===== config.mk =====
export PLATFORM = sky130hd
export DESIGN_NAME = mc_ctrl
export DESIGN_NICKNAME = d
export VERILOG_FILES = /design/src/rtl/mc_ctrl.sv
export SDC_FILE = /design/constraint.sdc
export NUM_CORES = 1
export LEC_CHECK = 0
export ABC_AREA = 1
export CAP_MARGIN = 20
export CORE_MARGIN = 3
export CORE_UTILIZATION = 48
export DETAILED_ROUTE_END_ITERATION = 16
export PLACE_DENSITY_LB_ADDON = 0.3
export SLEW_MARGIN = 15
export SYNTH_ARGS = -nofsm -noshare
export SYNTH_HDL_FRONTEND = slang
export SYNTH_SLANG_ARGS = --single-unit

===== constraint.sdc =====
create_clock -name clk -period 1.9 [get_ports clk]
set_input_delay 0.475 -clock clk [delete_from_list [all_inputs] [get_ports clk]]
set_output_delay 0.475 -clock clk [all_outputs]
set_load 0.005 [all_outputs]

===== src/rtl/mc_ctrl.sv =====
// mc_ctrl: multicycle control sequencer for the MIPS-subset datapath (lw/sw/j/jal/jr/beq/bne/addi/xori/add/sub/slt).
// Define MC_CTRL_PERF_EN to add the cycle_count / instr_count performance counters.
module mc_ctrl (
    input  logic        clk,
    input  logic        reset,
    input  logic [5:0]  opcode,
    input  logic [5:0]  funct,
    input  logic        zero,
    output logic        pc_we,
    output logic [1:0]  pc_src,
    output logic        iord,
    output logic        mem_we,
    output logic        ir_we,
    output logic        reg_we,
    output logic [1:0]  reg_dst,
    output logic [1:0]  mem_to_reg,
    output logic        alu_src_a,
    output logic [1:0]  alu_src_b,
    output logic        ext_zero,
    output logic [2:0]  alu_ctrl,
    output logic        instr_done,
    output logic        illegal
`ifdef MC_CTRL_PERF_EN
    ,
    output logic [31:0] cycle_count,
    output logic [31:0] instr_count
`endif
);

    localparam logic [5:0] OP_R    = 6'h00;
    localparam logic [5:0] OP_J    = 6'h02;
    localparam logic [5:0] OP_JAL  = 6'h03;
    localparam logic [5:0] OP_BEQ  = 6'h04;
    localparam logic [5:0] OP_BNE  = 6'h05;
    localparam logic [5:0] OP_ADDI = 6'h08;
    localparam logic [5:0] OP_XORI = 6'h0E;
    localparam logic [5:0] OP_LW   = 6'h23;
    localparam logic [5:0] OP_SW   = 6'h2B;

    localparam logic [5:0] FN_ADD  = 6'h20;
    localparam logic [5:0] FN_SUB  = 6'h22;
    localparam logic [5:0] FN_SLT  = 6'h2A;
    localparam logic [5:0] FN_JR   = 6'h08;

    localparam logic [2:0] ALU_ADD = 3'b000;
    localparam logic [2:0] ALU_SUB = 3'b001;
    localparam logic [2:0] ALU_XOR = 3'b010;
    localparam logic [2:0] ALU_SLT = 3'b011;

    typedef enum logic [3:0] {
        S_IDLE, S_FETCH, S_DECODE, S_MEMADR, S_MEMRD, S_MEMWB, S_MEMWR, S_REXEC,
        S_RWB, S_IEXEC, S_IWB, S_BRANCH, S_JUMP, S_JAL, S_JR, S_HALT
    } state_t;

    typedef struct packed {
        logic       pc_we;
        logic [1:0] pc_src;
        logic       iord;
        logic       mem_we;
        logic       ir_we;
        logic       reg_we;
        logic [1:0] reg_dst;
        logic [1:0] mem_to_reg;
        logic       alu_src_a;
        logic [1:0] alu_src_b;
        logic       ext_zero;
        logic [2:0] alu_ctrl;
        logic       instr_done;
    } ctrl_t;

    state_t state;
    state_t state_nxt;
    ctrl_t  ctrl_q;
    logic   br_take_c;

    // Next-state function; opcode/funct come straight from the (stable) IR.
    function automatic state_t next_of(input state_t s, input logic [5:0] op, input logic [5:0] fn);
        state_t n;
        n = s;
        case (s)
            S_IDLE:   n = S_FETCH;
            S_FETCH:  n = S_DECODE;
            S_DECODE: begin
                case (op)
                    OP_LW, OP_SW:     n = S_MEMADR;
                    OP_R: begin
                        if (fn == FN_ADD || fn == FN_SUB || fn == FN_SLT) n = S_REXEC;
                        else if (fn == FN_JR)                              n = S_JR;
                        else                                               n = S_HALT;
                    end
                    OP_ADDI, OP_XORI: n = S_IEXEC;
                    OP_BEQ, OP_BNE:   n = S_BRANCH;
                    OP_J:             n = S_JUMP;
                    OP_JAL:           n = S_JAL;
                    default:          n = S_HALT;
                endcase
            end
            S_MEMADR: n = (op == OP_LW) ? S_MEMRD : S_MEMWR;
            S_MEMRD:  n = S_MEMWB;
            S_REXEC:  n = S_RWB;
            S_IEXEC:  n = S_IWB;
            S_MEMWB, S_MEMWR, S_RWB, S_IWB, S_BRANCH, S_JUMP, S_JAL, S_JR: n = S_FETCH;
            S_HALT:   n = S_HALT;
            default:  n = S_IDLE;
        endcase
        return n;
    endfunction

    // Control word for a state; evaluated for the upcoming state so outputs come from a register.
    function automatic ctrl_t outs_of(input state_t s, input logic [5:0] op, input logic [5:0] fn);
        ctrl_t o;
        o = '0;
        case (s)
            S_FETCH: begin
                o.ir_we     = 1'b1;
                o.alu_src_b = 2'b01;
                o.pc_we     = 1'b1;
            end
            S_DECODE: o.alu_src_b = 2'b11;
            S_MEMADR: begin
                o.alu_src_a = 1'b1;
                o.alu_src_b = 2'b10;
            end
            S_MEMRD:  o.iord = 1'b1;
            S_MEMWB: begin
                o.reg_we     = 1'b1;
                o.mem_to_reg = 2'b01;
                o.instr_done = 1'b1;
            end
            S_MEMWR: begin
                o.iord       = 1'b1;
                o.mem_we     = 1'b1;
                o.instr_done = 1'b1;
            end
            S_REXEC: begin
                o.alu_src_a = 1'b1;
                if (fn == FN_SUB)      o.alu_ctrl = ALU_SUB;
                else if (fn == FN_SLT) o.alu_ctrl = ALU_SLT;
                else                   o.alu_ctrl = ALU_ADD;
            end
            S_RWB: begin
                o.reg_we     = 1'b1;
                o.reg_dst    = 2'b01;
                o.instr_done = 1'b1;
            end
            S_IEXEC: begin
                o.alu_src_a = 1'b1;
                o.alu_src_b = 2'b10;
                if (op == OP_XORI) begin
                    o.alu_ctrl = ALU_XOR;
                    o.ext_zero = 1'b1;
                end
            end
            S_IWB: begin
                o.reg_we     = 1'b1;
                o.instr_done = 1'b1;
            end
            S_BRANCH: begin
                o.alu_src_a  = 1'b1;
                o.alu_ctrl   = ALU_SUB;
                o.pc_src     = 2'b01;
                o.instr_done = 1'b1;
            end
            S_JUMP: begin
                o.pc_we      = 1'b1;
                o.pc_src     = 2'b10;
                o.instr_done = 1'b1;
            end
            S_JAL: begin
                o.pc_we      = 1'b1;
                o.pc_src     = 2'b10;
                o.reg_we     = 1'b1;
                o.reg_dst    = 2'b10;
                o.mem_to_reg = 2'b10;
                o.instr_done = 1'b1;
            end
            S_JR: begin
                o.pc_we      = 1'b1;
                o.pc_src     = 2'b11;
                o.instr_done = 1'b1;
            end
            default: o = '0;
        endcase
        return o;
    endfunction

    assign state_nxt = next_of(state, opcode, funct);

    // State, registered control word and sticky illegal flag.
    always_ff @(posedge clk) begin
        if (reset) begin
            state   <= S_IDLE;
            ctrl_q  <= '0;
            illegal <= 1'b0;
        end else begin
            state  <= state_nxt;
            ctrl_q <= outs_of(state_nxt, opcode, funct);
            if (state_nxt == S_HALT) illegal <= 1'b1;
        end
    end

    // Branch PC write is the only input-dependent output: it follows zero in the same cycle.
    assign br_take_c = (state == S_BRANCH) && ((opcode == OP_BNE) ? !zero : zero);

    assign pc_we      = !reset && (ctrl_q.pc_we || br_take_c);
    assign mem_we     = !reset && ctrl_q.mem_we;
    assign ir_we      = !reset && ctrl_q.ir_we;
    assign reg_we     = !reset && ctrl_q.reg_we;
    assign pc_src     = ctrl_q.pc_src;
    assign iord       = ctrl_q.iord;
    assign reg_dst    = ctrl_q.reg_dst;
    assign mem_to_reg = ctrl_q.mem_to_reg;
    assign alu_src_a  = ctrl_q.alu_src_a;
    assign alu_src_b  = ctrl_q.alu_src_b;
    assign ext_zero   = ctrl_q.ext_zero;
    assign alu_ctrl   = ctrl_q.alu_ctrl;
    assign instr_done = ctrl_q.instr_done;

`ifdef MC_CTRL_PERF_EN
    // Active-cycle and retired-instruction counters, wrapping at 2^32.
    always_ff @(posedge clk) begin
        if (reset) begin
            cycle_count <= '0;
            instr_count <= '0;
        end else begin
            if (state != S_IDLE && state != S_HALT) cycle_count <= cycle_count + 32'd1;
            if (ctrl_q.instr_done)                  instr_count <= instr_count + 32'd1;
        end
    end
`endif

endmodule


==> flow_summary.yaml <==
worst_hold_path:
  hold_class: "input port to flip-flop"
grt:
  grt_max_degree: 14
  grt_pass1_vias: 1338
  gr-total-overflow: 0
  grt_antenna_before_repair: 0
  grt_pass1_wl_um: 5710
  grt_usage_pct: 22.1
cells_and_area:
  reg_top3: "ctrl_q: 4 flops, state: 4 flops"
  area_delta_synth_final_pct: 54.9
  antenna_cells: 0
  nets: 265
  fill_cells: 155
  drive_gt1_share_pct: 44.6
  finalNonFillerCells: 279
clock_network:
  cts-buffers-inserted: 3
  clk_pin_slew_worst_paths_ps: 120
  cts.sinks: 22
  h-tree-depth: 1
  cts_hold_repair.buffers: 0
  root_buffer: "clkbuf_4"
  clock_latency_ps: 320
  cts_buffer_depth: 2
  tritoncts: "yes"
timing:
  tns_ps: 0
  fin_crit_sh_pct: 99.0
  setup_ws_ps: 19.9
  finClkSkew_ps: 4.95
  finalSetupViolCount: 0
  slew_viol_final: 0
  fmax_mhz: 532
  min_period_ps: 1880
  finalHoldViolations: 0
yosys:
  synth_edf_count: 0
  yosys.cell_types.count: 32
  synth_seq_area_share_pct: 33.3
  synth_area_leaders: "dfxtp_1, nand2_1, nor2_1"
  avgSynthCellArea_um2: 6.92
  yosysTopAreaCell: "dfxtp_1"
  yosys_warnings: 0
  ys_ff_latch: 22
  ys_async_sr_fraction_pct: 0
  syn_nets: 206
  synth_top_area_share_pct: 33.3
  synth_ff_type: "dfxtp_1"
  synth_area_mm2: 0.00132
  synth.most_common_cell: "nand2_1"
  synthCells: 191
  synth_common_cells: "nand2_1, nor2_1, inv_1"
floorplan:
  initial_core_util_pct: 51.9
  num_rows: 18
  ios: 35
  core_mm2: 0.00254
  dieArea_mm2: 0.00342
  chipWidth_um: 58.5
  die_h_um: 58.5
worst_setup_path:
  path_cells: "buf_2 > buf_4 > nor2_4 > buf_4 > nand3_1 > nand2_1 > nand3_1 > a21oi_4 > a21oi_2 > buf_4 > nand2_2 > nand3_2 > nand2_1 > nand2_1"
  worstSetupStartpointType: "input port"
  max_stage_delay_ps: 210
  worstPathRequired_ps: 2110
  endpoint_kind: "flip-flop"
  cp_max_fo: 3
  path_delay_family: "simple AND/OR/NAND/NOR gates"
  cp.arrival_ps: 2090
  critPathBufInv: 4
  crit_type: "input port to flip-flop"
  slowest_stage: "a21oi_4"
placed_design:
  hpwl_um: 2570
  dp_slack_ps: -707
  routabilityCongestion: 0.880
  placed_cells: 272
  portBuffers: 33
route:
  route.final.wire_length_um: 4280
  ant_nets: 0
  firstDrtPassIters: 4
  drc: 0
  vias: 1493
  routedWlPerCell_um: 15.4
  vias_per_cell: 5.35
  drt-initial-drc-count: 78
power:
  pwr_density_cell_mw_per_mm2: 1350
  peakVddDrop_mv: 1.33
  p_leak_nw: 0.968
outcome:
  outcome: "finished clean"
run:
  maxCapViolCount: 0
==> stage by stage <==
stage | hold slack, ps | util, % | power [W] | instance area (µm²)
2_1_floorplan | 460 | - | 0.00146 | 1320
3_3_place_gp | 455 | 72.0 | 0.00196 | 1830
3_5_place_dp | 478 | 72.0 | 0.00200 | 1830
4_1_cts | 507 | 74.2 | 0.00232 | 1890
5_1_grt | 521 | 80.4 | 0.00294 | 2050
6_report | 496 | 80.4 | 0.00276 | 2050
==> layer usage <==
metal	wire, µm	track usage, %	vias to the layer above	part of all wire [%]
li1	-	-	701	-
met1	1590	24.9	692	37
met2	2210	39.1	86	52
met3	335	4.61	14	7.8
met4	145	11.3	0	3.4
met5	0	0	-	0
==> cell usage in the layout, fill, tap and decap left out, drive strengths merged <==
cell type / Yosys / layout
and3: 1 / 1
nand3: 15 / 15
nand3b: 2 / 2
nand2: 40 / 40
a21boi: 1 / 1
nor2: 38 / 38
o21ai: 6 / 6
clkdlybuf4s50: 0 / 20
a21oi: 9 / 9
o21bai: 1 / 1
conb: 1 / 1
nand4: 2 / 2
nor3: 7 / 7
a31oi: 1 / 1
dlymetal6s2s: 0 / 5
o22a: 1 / 1
dfxtp: 22 / 22
clkbuf: 1 / 8
buf: 12 / 38
inv: 31 / 31
==> final cells by class <==
| class | count | area, µm² | share of cell area (%) |
|---|---|---|---|
| sequential | 22 | 440 | 21.5 |
| clock buffer | 4 | 36.3 | 1.77 |
| multi-input combinational | 125 | 830 | 40.5 |
| inverter | 31 | 126 | 6.17 |
| tap | 30 | 37.5 | 1.83 |
| timing repair buffer | 67 | 577 | 28.2 |
==> timing repair <==
item	4_1_cts	5_1_grt
gates resized for setup	29	58
setup buffers	0	3
setup endpoints to repair	18	18
pin swaps	13	30
gates cloned	0	0
==> tightest hold or removal path, delay by kind of cell <==
| family | cells | cell delay [ps] |
|---|---|---|
| buffers and inverters | 2 | 270 |
| and+or+nand+nor | 1 | 40 |
==> cell families (layout without fill, tap and decap cells) <==
family | count (synthesis) | in the layout | synth area share (%)
other | 1 | 1 | 0.284
flip-flops | 22 | 22 | 33.3
AO/OA/AOI/OAI | 19 | 19 | 9.94
AND/OR/NAND/NOR | 105 | 105 | 40.6
buffers and inverters | 44 | 102 | 15.8
==> where the power goes <==
part / total, W / internal, W / switching, W
combinational: 0.00189 / 0.000794 / 0.00110
sequential: 0.000610 / 0.000565 / 0.0000450
clock: 0.000265 / 0.000117 / 0.000148
total: 0.00276 / 0.00148 / 0.00129
==> final timing paths <==
kind                                           start                     to  slack (ps)  cells past startpoint
worst min register to register  illegal$_SDFFE_PP0N_   illegal$_SDFFE_PP0N_         500                      2
worst max register to register   state[1]$_SDFF_PP0_  instr_done$_SDFF_PP0_          40                     12
worst max-delay path                       opcode[2]  instr_done$_SDFF_PP0_          20                     14
worst min-delay path                           reset        iord$_SDFF_PP0_         500                      3
(Power assumes the default switching activity.)
